## src/rtl/uart_pkg.sv

```systemverilog
// Shared definitions for the UART library's bidirectional pad sequencer.
// Holds the FSM state type, the direction encoding and the default data width.
package uart_pkg;

  localparam int DATA_W_DEFAULT = 8;

  localparam logic DIR_READ  = 1'b0;
  localparam logic DIR_WRITE = 1'b1;

  typedef enum logic [1:0] {
    IDLE,
    TURN,
    DRIVE,
    SAMPLE
  } state_t;

  function automatic int max3(input int a, input int b, input int c);
    int m;
    m = (a > b) ? a : b;
    return (m > c) ? m : c;
  endfunction

endpackage

```

## src/rtl/bidir_bus_ctrl_if.sv

```systemverilog
// Requester handshakes plus the pad-cell connections of the bidirectional bus sequencer.
// The slave modport is the controller; the master modport is the requesters and pad cell.
interface bidir_bus_ctrl_if
  import uart_pkg::*;
#(
  parameter int DATA_W = DATA_W_DEFAULT
);

  logic              wr_req;
  logic [DATA_W-1:0] wr_data;
  logic              wr_ack;
  logic              rd_req;
  logic [DATA_W-1:0] rd_data;
  logic              rd_valid;
  logic              oe;
  logic [DATA_W-1:0] bus_out;
  logic [DATA_W-1:0] bus_in;
  logic              busy;

  modport master (
    output wr_req, wr_data, rd_req, bus_in,
    input  wr_ack, rd_data, rd_valid, oe, bus_out, busy
  );

  modport slave (
    input  wr_req, wr_data, rd_req, bus_in,
    output wr_ack, rd_data, rd_valid, oe, bus_out, busy
  );

endinterface

```

## src/rtl/phase_cnt.sv

```systemverilog
// Loadable down-counter timing the TURN, DRIVE and SAMPLE phases.
// done marks the final cycle of a phase (count of 1); the counter rests at 0.
module phase_cnt #(
  parameter int W = 2
) (
  input  logic         clk,
  input  logic         rst_n,
  input  logic         load,
  input  logic [W-1:0] load_val,
  output logic         done
);

  logic [W-1:0] cnt;

  always_ff @(posedge clk or negedge rst_n) begin
    if (!rst_n) begin
      cnt <= '0;
    end else if (load) begin
      cnt <= load_val;
    end else if (cnt != '0) begin
      cnt <= cnt - W'(1);
    end
  end

  assign done = (cnt == W'(1));

endmodule

```

## src/rtl/bidir_bus_ctrl.sv

```systemverilog
// Arbitrates one writer and one reader onto the shared tri-state data pad,
// inserting oe=0 turnaround gaps whenever the bus direction changes.
module bidir_bus_ctrl
  import uart_pkg::*;
#(
  parameter int DATA_W        = DATA_W_DEFAULT,
  parameter int TURN_CYCLES   = 2,
  parameter int HOLD_CYCLES   = 1,
  parameter int SAMPLE_CYCLES = 1
) (
  input logic             clk,
  input logic             rst_n,
  bidir_bus_ctrl_if.slave bus
);

  localparam int MAX_CYC = max3(TURN_CYCLES, HOLD_CYCLES, SAMPLE_CYCLES);
  localparam int CNT_W   = $clog2(MAX_CYC + 1);

  localparam logic [CNT_W-1:0] TURN_LD   = CNT_W'(TURN_CYCLES);
  localparam logic [CNT_W-1:0] HOLD_LD   = CNT_W'(HOLD_CYCLES);
  localparam logic [CNT_W-1:0] SAMPLE_LD = CNT_W'(SAMPLE_CYCLES);

  state_t            state, state_n;
  logic              dir;
  logic              last_grant;
  logic [DATA_W-1:0] wdata_q;
  logic [DATA_W-1:0] rd_data_q;
  logic              rd_valid_q;

  logic              grant;
  logic              grant_dir;
  logic              set_dir;
  logic              capture;
  logic              load;
  logic [CNT_W-1:0]  load_val;
  logic              phase_done;

  phase_cnt #(.W(CNT_W)) u_phase (
    .clk      (clk),
    .rst_n    (rst_n),
    .load     (load),
    .load_val (load_val),
    .done     (phase_done)
  );

  // Next-state logic; while a turnaround is pending, last_grant remembers which phase follows it.
  always_comb begin
    state_n   = state;
    grant     = 1'b0;
    grant_dir = DIR_READ;
    set_dir   = 1'b0;
    capture   = 1'b0;
    load      = 1'b0;
    load_val  = '0;
    case (state)
      IDLE: begin
        if (bus.wr_req || bus.rd_req) begin
          grant     = 1'b1;
          grant_dir = (bus.wr_req && (!bus.rd_req || last_grant == DIR_READ)) ? DIR_WRITE : DIR_READ;
          load      = 1'b1;
          if (grant_dir != dir) begin
            state_n  = TURN;
            load_val = TURN_LD;
          end else if (grant_dir == DIR_WRITE) begin
            state_n  = DRIVE;
            load_val = HOLD_LD;
          end else begin
            state_n  = SAMPLE;
            load_val = SAMPLE_LD;
          end
        end
      end
      TURN: begin
        if (phase_done) begin
          set_dir = 1'b1;
          load    = 1'b1;
          if (last_grant == DIR_WRITE) begin
            state_n  = DRIVE;
            load_val = HOLD_LD;
          end else begin
            state_n  = SAMPLE;
            load_val = SAMPLE_LD;
          end
        end
      end
      DRIVE: begin
        if (phase_done) begin
          state_n = IDLE;
        end
      end
      SAMPLE: begin
        if (phase_done) begin
          state_n = IDLE;
          capture = 1'b1;
        end
      end
      default: state_n = IDLE;
    endcase
  end

  always_ff @(posedge clk or negedge rst_n) begin
    if (!rst_n) begin
      state      <= IDLE;
      dir        <= DIR_READ;
      last_grant <= DIR_READ;
      wdata_q    <= '0;
      rd_data_q  <= '0;
      rd_valid_q <= 1'b0;
    end else begin
      state      <= state_n;
      rd_valid_q <= capture;
      if (grant) begin
        last_grant <= grant_dir;
      end
      if (grant && grant_dir == DIR_WRITE) begin
        wdata_q <= bus.wr_data;
      end
      if (set_dir) begin
        dir <= last_grant;
      end
      if (capture) begin
        rd_data_q <= bus.bus_in;
      end
    end
  end

  // Decoded only from registers, so oe moves on clock edges and drops at once on reset.
  assign bus.oe       = (dir == DIR_WRITE) && (state == IDLE || state == DRIVE);
  assign bus.bus_out  = wdata_q;
  assign bus.wr_ack   = (state == DRIVE) && phase_done;
  assign bus.rd_data  = rd_data_q;
  assign bus.rd_valid = rd_valid_q;
  assign bus.busy     = (state != IDLE);

endmodule

```

## src/flat_wrapper.sv

```systemverilog
// flat-port wrapper written by rule: the top's interface ports become plain ports
module bidir_bus_ctrl_flat import uart_pkg::*;
#(
  parameter int DATA_W        = DATA_W_DEFAULT,
  parameter int TURN_CYCLES   = 2,
  parameter int HOLD_CYCLES   = 1,
  parameter int SAMPLE_CYCLES = 1
)
  (clk, rst_n, bus_wr_req, bus_wr_data, bus_rd_req, bus_bus_in, bus_wr_ack, bus_rd_data, bus_rd_valid, bus_oe, bus_bus_out, bus_busy);
  bidir_bus_ctrl_if #(.DATA_W(DATA_W)) bus_i ();
  input logic clk;
  input logic rst_n;
  input wire logic [$bits(bus_i.wr_req)-1:0] bus_wr_req;
  input wire logic [$bits(bus_i.wr_data)-1:0] bus_wr_data;
  input wire logic [$bits(bus_i.rd_req)-1:0] bus_rd_req;
  input wire logic [$bits(bus_i.bus_in)-1:0] bus_bus_in;
  output wire logic [$bits(bus_i.wr_ack)-1:0] bus_wr_ack;
  output wire logic [$bits(bus_i.rd_data)-1:0] bus_rd_data;
  output wire logic [$bits(bus_i.rd_valid)-1:0] bus_rd_valid;
  output wire logic [$bits(bus_i.oe)-1:0] bus_oe;
  output wire logic [$bits(bus_i.bus_out)-1:0] bus_bus_out;
  output wire logic [$bits(bus_i.busy)-1:0] bus_busy;
  assign bus_i.wr_req = bus_wr_req;
  assign bus_i.wr_data = bus_wr_data;
  assign bus_i.rd_req = bus_rd_req;
  assign bus_i.bus_in = bus_bus_in;
  assign bus_wr_ack = bus_i.wr_ack;
  assign bus_rd_data = bus_i.rd_data;
  assign bus_rd_valid = bus_i.rd_valid;
  assign bus_oe = bus_i.oe;
  assign bus_bus_out = bus_i.bus_out;
  assign bus_busy = bus_i.busy;
  bidir_bus_ctrl #(.DATA_W(DATA_W), .TURN_CYCLES(TURN_CYCLES), .HOLD_CYCLES(HOLD_CYCLES), .SAMPLE_CYCLES(SAMPLE_CYCLES)) u_core (.clk(clk), .rst_n(rst_n), .bus(bus_i));
endmodule
```

## config.mk

```make
export PLATFORM = sky130hd
export DESIGN_NAME = bidir_bus_ctrl_flat
export DESIGN_NICKNAME = d
export VERILOG_FILES = /design/src/rtl/uart_pkg.sv /design/src/rtl/bidir_bus_ctrl_if.sv /design/src/rtl/phase_cnt.sv /design/src/rtl/bidir_bus_ctrl.sv /design/src/flat_wrapper.sv
export SDC_FILE = /design/constraint.sdc
export NUM_CORES = 1
export LEC_CHECK = 0
export CAP_MARGIN = 15
export CORE_AREA = 2 2 51 53
export DETAILED_ROUTE_END_ITERATION = 10
export DIE_AREA = 0 0 53 55
export GPL_ROUTABILITY_DRIVEN = 0
export PLACE_DENSITY = 0.78
export SYNTH_ARGS = -nofsm -noshare
export SYNTH_HDL_FRONTEND = slang
export SYNTH_SLANG_ARGS = --single-unit
```

## constraint.sdc

```tcl
create_clock -name clk -period 4.1 [get_ports clk]
set_input_delay 0.82 -clock clk [delete_from_list [all_inputs] [get_ports clk]]
set_output_delay 0.82 -clock clk [all_outputs]
set_load 0.05 [all_outputs]
```

### Yosys cells after proc, flatten, opt, wreduce, memory -nomap -nowiden

Cells that the tools add are included.

| word-level totals | value |
|---|---|
| output and inout bits | 20 |
| bits in registers | 23 |
| input port bits | 20 |
| logic and storage cells | 53 |

| operators by class | value |
|---|---|
| bitwise logic cells | 1 |
| mux-type cells | 22 |
| add/sub/neg operators | 1 |
| equal/unequal tests | 8 |
| reduce and logical (&&, ||, !) cells | 14 |

Operator list:

| kind | number |
|---|---|
| 2-bit 2-to-1 mux | 8 |
| 1-bit 2-to-1 mux | 11 |
| 2-bit by 1-bit inequality test with 1-bit output, second input constant | 3 |
| 2-bit case mux with 3 select lines | 1 |
| 2-bit nonzero test | 3 |
| 2-bit by 1-bit equality test with 1-bit output, second input constant | 2 |
| 2-bit equality test, second input constant | 2 |
| 1-bit logical AND | 4 |
| 2-bit case mux with 2 select lines | 1 |
| 1-bit logical OR | 3 |
| 3-bit AND reduction | 1 |
| 2-bit zero test | 1 |
| 1-bit case mux with 2 select lines | 1 |
| 2-bit OR reduction | 1 |
| 2-bit by 1-bit subtractor with 2-bit output, second input constant | 1 |
| 1-bit zero test | 1 |
| 1-bit inequality test | 1 |
| 1-bit inverter | 1 |

### Logic depth before layout (Yosys ltp)

Gate-level depths: netlist of run 1.

| depth | value |
|---|---|
| depth after elaboration | 9 |
| gate-level depth with buffers | 5 |
| depth with buffers taken out | 5 |

### By module

From an unflattened synthesis of run 1, not the netlist that was laid out.

| second synthesis, totals | value |
|---|---|
| cells, all modules | 79 |
| area total of the unflattened synthesis | 1091.0 um2 |

By module, submodules not included:

| module | area an instance (um2) | seq. area each (um2) | times used | cells an instance |
|---|---|---|---|---|
| bidir_bus_ctrl | 954.7 | 525.5 | 1 | 66 |
| phase_cnt | 136.4 | 50.0 | 1 | 13 |

### Worst setup path after synthesis of run 1

OpenSTA, ideal clock, no wires.

| timing | value |
|---|---|
| kind | reg-to-output |
| start point | register u_core.u_phase.cnt[1] |
| end point | output port bus_wr_ack |
| buffers on the path | 0 |
| data required time | 3.280 ns |
| slack | 1.919 ns |
| cell stages (with the launch flop) | 5 |
| arrival | 1.361 ns |
| cell sequence | dfrtp_1 inv_1 ha_1 nand2_1 nor2_1 |

| on the way | value |
|---|---|
| word-level cells in the longest chain between the ends | 2 |

Ends and longest elaborated chain:

| what | RTL line | source |
|---|---|---|
| start, declared | phase_cnt.sv:13 | `logic [W-1:0] cnt;` |
| start signal, assigned | phase_cnt.sv:19 | `cnt <= load_val;` |
| start signal, assigned | phase_cnt.sv:21 | `cnt <= cnt - W'(1);` |
| 2-bit by 1-bit equality test with 1-bit output | phase_cnt.sv:25 | `assign done = (cnt == W'(1));` |
| 1-bit logical AND | bidir_bus_ctrl.sv:130 | `assign bus.wr_ack = (state == DRIVE) && phase_done;` |
| end, declared | flat_wrapper.sv:17 | `output wire logic [$bits(bus_i.wr_ack)-1:0] bus_wr_ack;` |

Every way passes these cells.

### Final worst setup path of run 1

Ends and elaborated chain as after synthesis.

==> metrics.txt, run 1 <==
Worst Path Required between 3000 and 4000 ps; vias per inst 4.77; count leader, synth dfrtp_1; syn avg cell area 13.6 um^2; total power ~1.4 mW; Post-Route WL 1.99 mm; clock latency on the worst-skew pair a little over 300 ps; largest net degree at the start of global routing 24; vias in the first global route ~700; Worst Skew 2.01 ps; DRT Pass-1 Iters 4; most common flop cell mapped by yosys dfrtp_1; hpwl dp 1.49 mm; Post-synth EDFFs 0; placed insts ~140; total negative slack 0 ps; FF+latch count, synth 23; YS warnings 0; asr flop ratio synth 100%; die footprint roughly 2900 um^2; total CTS buffers 3; Synth cell types 22; Post-Syn Instances 73; crit start category flip-flop; clock root cell clkbuf_4; Die X about 53 um; Die Y 55 um; crit path max fanout 5; initial antenna violation count 0; Post-Syn Area between 900 and 1000 um^2; number of DRC markers in iteration 0 2; layout cells sized above 1 between 20% and 30%; post-CTS setup buffer count 0; LEAKAGE roughly 0.63 nW; RSZ-0062 raised after global routing false; area grow syn2layout 47.2%; Power Dens Cells 925 nW/um^2; clk slew on worst S/H paths between 100 and 150 ps; wire length per cell 13.6 um; first-pass GRT wire length 3.06 mm; Port Buffers 39; final antenna diode count 0; via count approximately 700; TritonCTS clock tree yes; row count 18; cts hold-fix bufs 0; htree depth 1; Synth area leader dfrtp_1; CP arrival 2020 ps; Slew @ Worst Pin ~510 ps; non-filler cells, final approximately 150; Tcrit/Tclk final between 60% and 70%; core area 2360 um^2; Crit Path Category flip-flop to output port; io pins 40; status finished, final reports clean; share of the synthesized area in the top cell type just under 60%; setup violators final 0; maximum clock frequency 352 MHz; nets 140; worst min path class flip-flop to flip-flop; Max-Cap Viols 0; Seq/Total Area, Yosys between 50% and 60%; Initial Util a little over two fifths; top cells by count, synth dfrtp_1, mux2_2, o21ai_0; Max Buffers Root-to-Sink 2; Pins Over Slew Limit 0; Worst slew margin between 60% and 70%; GRT Total Usage ~15%; ANT nets after route 0; gr ovfl total 0; crit end category output port; syn_nets 96; final-report hold violation count 0; Clock Sinks 23; synth top area cells dfrtp_1, mux2_2, ha_1, o21ai_0, a21boi_2; CTS resizes 0; crit path time final around 2800 ps; Worst VDD drop approximately 570 uV; Residual DRC 0
==> sequential cells by signal (all words and copies together), names as in the netlist <==
signal               count
u_core.state             2
u_core.u_phase.cnt       2
u_core.dir               1
u_core.bus.rd_valid      1
u_core.last_grant        1
u_core.bus.rd_data       8
u_core.bus.bus_out       8
==> worst paths after layout <==
path,from,depth (start not counted),endpoint,slack [ps]
setup / recovery,u_core.u_phase.cnt[1],5,bus_wr_ack,1260
hold / removal,u_core.bus.rd_data[3],1,u_core.bus.rd_data[3],520
setup reg to reg,u_core.last_grant,4,u_core.u_phase.cnt[1],2600
hold reg to reg,u_core.bus.rd_data[3],1,u_core.bus.rd_data[3],520
max in group asynchronous,rst_n,2,u_core.bus.rd_data[6],3000
min in group asynchronous,rst_n,1,u_core.bus.rd_data[4],730
==> worst max-delay path, stage by stage (launching register included) <==
cell	delay, ps
dfrtp_1	390
inv_1	70
ha_1	240
nand2_1	90
nor2_1	100
clkdlybuf4s50_1	810
==> layer usage <==
layer	track usage, %	up-vias	part of all wire (%)
met4	6.41	0	1.0
met3	4.57	2	6.0
met2	24.4	21	52
met1	18.1	335	41
met5	0	-	0
li1	-	338	-
==> cell usage in the layout (no fill, tap or decap), types with 2 or more instances in the layout <==
cell	instances
a21boi_2	2
clkbuf_4	3
clkdlybuf4s50_1	39
dfrtp_1	23
ha_1	3
inv_1	3
mux2_2	17
nand2_1	3
nor2_1	3
o21ai_0	5
==> metrics by stage <==
| step | worst slack [ps] | utilization [%] | hold WS, ps | area, um^2 |
|---|---|---|---|---|
| 5_1_grt | 1120 | 62.0 | 535 | 1470 |
| 2_1_floorplan | 1920 | - | 502 | 996 |
| 3_5_place_dp | 1600 | 59.7 | 493 | 1410 |
| 4_1_cts | 1240 | 60.8 | 522 | 1440 |
| 6_report | 1260 | 62.0 | 519 | 1470 |
| 3_3_place_gp | 1630 | 59.7 | 487 | 1410 |
==> cell families after synthesis <==
logic type | Yosys count | share of synthesized area [%]
mux | 17 | 19.2
buf+inv | 5 | 2.64
flops | 23 | 57.8
compound gates | 10 | 6.78
xor+xnor | 1 | 0.880
fa+ha+maj | 3 | 3.77
simple gates | 14 | 8.92
==> cell type report <==
| cell class | instances | area, um^2 |
|---|---|---|
| Sequential cell | 23 | 576 |
| Multi-Input combinational cell | 45 | 394 |
| Inverter | 4 | 15.0 |
| Timing Repair Buffer | 40 | 418 |
| Clock buffer | 4 | 26.3 |
| Tap cell | 30 | 37.5 |
| Fill cell | 192 | 898 |
==> power by group <==
| group | internal (mW) | leakage [nW] | switching [mW] |
|---|---|---|---|
| Combinational | 0.326 | 0.342 | 0.503 |
| Clock | 0.0380 | 0.0150 | 0.0682 |
| Sequential | 0.341 | 0.274 | 0.0806 |
| Total | 0.704 | 0.631 | 0.652 |
Note: power is estimated with default switching activity, not from simulation.
==> inputs of run 2 (changes only) <==
CORE_AREA = 2 2 52 54   (was 2 2 51 53)
DIE_AREA = 0 0 54 56   (was 0 0 53 55)
PLACE_DENSITY = 0.75   (was 0.78)
clock period = 2.8 ns   (was 4.1 ns; I/O delays follow)
==> metrics.txt, run 2 (same netlist as run 1, synthesis figures left out) <==
Slew @ Worst Pin 515 ps (+3.44 ps); wire length per cell 12.6 um (-7.6%); multi-input logic area 394 um^2 (unchanged); total power 1.96 mW (+45%); hpwl dp 1.47 mm (-1.6%); core area 2430 um^2 (+2.9%); io pins 40 (unchanged); worst min path class flip-flop to flip-flop; crit start category flip-flop; Worst Skew 6.17 ps (+4.15 ps); CTS resizes 0 (unchanged); Crit Path Category flip-flop to output port; Buf+Inv Stages, Crit Path 2 (unchanged); Die Y 56 um (+1.8%); Seq pwr share 31.2% (about the same); CP arrival 2020 ps (about the same); Max Buffers Root-to-Sink 2 (unchanged); Tcrit/Tclk final slightly above 90%; post-CTS setup buffer count 0 (unchanged); largest net degree at the start of global routing 24 (unchanged); Sw Ratio 47.7% (-0.31 points); Pins Over Slew Limit 0 (unchanged); Slowest cell on crit path clkdlybuf4s50_1; CP top delay family buffers and inverters; Power Dens Cells 1350 nW/um^2 (+46%); via count 689 (-1.0%); DRT Pass-1 Iters 2 (-2); CP max stage delay 800 ps (about the same); status finished, final reports clean; first-pass GRT wire length 3.09 mm (+0.91%); die footprint 3020 um^2 (+3.7%); total CTS buffers 3 (unchanged); setup violators final 0 (unchanged); TritonCTS clock tree yes; final antenna diode count 0 (unchanged); commonest cells after routing, fill and taps aside clkdlybuf4s50_1, dfrtp_1, mux2_2, o21ai_0; Clock Sinks 23 (unchanged); Register Area 576 um^2 (unchanged); cts hold-fix bufs 0 (unchanged); Comb pwr share 61.4% (+0.3 points); clk slew on worst S/H paths 120 ps (about the same); net switching power 0.936 mW (+44%); total negative slack 0 ps (unchanged); crit path time final ~2600 ps; Internal 1.02 mW (+45%); crit end category output port; Port Buffers 39 (unchanged); Die X 54 um (+1.9%); clock network power share 7.4% (-0.4 points); Worst Path Required 2240 ps (-1040 ps); gr ovfl total 0 (unchanged); RSZ-0062 raised after global routing false; Worst slew margin 65.5% (-0.23 points); Residual DRC 0 (unchanged); maximum clock frequency just under 400 MHz; layout cells sized above 1 25.9% (+0.86 points); LEAKAGE 0.626 nW (-0.82%); clock root cell clkbuf_4; GRT Total Usage 13.8% (-1.0 points); Max-Cap Viols 0 (unchanged); ANT nets after route 0 (unchanged); number of DRC markers in iteration 0 3 (+1); clock latency on the worst-skew pair 300 ps (about the same); Initial Util 40.9% (-1.2 points); Worst VDD drop 779 uV (+36%); area grow syn2layout 45.4%; vias per inst 4.72 (-1.0%); row count 18 (unchanged); nets 140 (unchanged); commonest non-fill, non-tap cell in the layout clkdlybuf4s50_1; final-report hold violation count 0 (unchanged); FILL cells 210 (+9.4%); final core occ 59.5% (-2.5 points); worst path cell trace inv_1 > ha_1 > nand2_1 > nor2_1 > clkdlybuf4s50_1; vias in the first global route 695 (-1.6%); crit path max fanout 5 (unchanged); Post-Route WL 1.84 mm (-7.6%); htree depth 1 (unchanged); initial antenna violation count 0 (unchanged)
==> run 2: cell type report <==
type	instances	share of cell area, %
Tap cell	30	2.59
Clock inverter	1	0.346
Multi-Input combinational cell	45	27.2
Inverter	4	1.04
Timing Repair Buffer	40	27.5
Sequential cell	23	39.8
Clock buffer	3	1.56
==> run 2: path summary, 6_finish.rpt <==
kind | from | to | slack (ps) | cells after the start
worst min-delay path | u_core.bus.bus_out[3] | u_core.bus.bus_out[3] | 510 | 1
max in group asynchronous | rst_n | u_core.bus.bus_out[7] | 1980 | 2
worst max register to register | u_core.last_grant | u_core.u_phase.cnt[1] | 1270 | 4
worst max-delay path | u_core.u_phase.cnt[1] | bus_wr_ack | 220 | 5
min in group asynchronous | rst_n | u_core.last_grant | 590 | 2
worst min register to register | u_core.bus.bus_out[3] | u_core.bus.bus_out[3] | 510 | 1
==> run 2: worst reg2reg max path, stage by stage (launching register included) <==
cell	delay, ps
dfrtp_1	440
a21boi_2	180
ha_1	250
or3_4	400
a21boi_0	140
==> run 2: metrics by stage <==
stage	setup slack, ps	instance area [um^2]	hold slack (ps)	std cells
2_1_floorplan	879	996	264	73
3_3_place_gp	629	1420	489	142
3_5_place_dp	579	1420	492	142
4_1_cts	213	1450	521	146
5_1_grt	132	1450	543	146
6_report	217	1450	515	146
==> run 2: layer usage <==
layer  global-route usage, %  routed length, um  vias to the layer above
met1                    18.7                779                      336
met2                    21.1                965                       13
met5                       0                  0                        -
met4                    6.43                 27                        0
li1                        -                  -                      338
met3                    2.15                 65                        2
==> run 2: power groups by stage <==
stage / Clock [mW] / Combinational, mW / Sequential [mW]
after floorplan: 0 / 0.431 / 1.03
after global placement: 0 / 1.20 / 0.611
after detailed placement: 0 / 1.21 / 0.622
after CTS: 0.155 / 1.22 / 0.614
after global routing: 0.172 / 1.27 / 0.639
final: 0.146 / 1.20 / 0.612
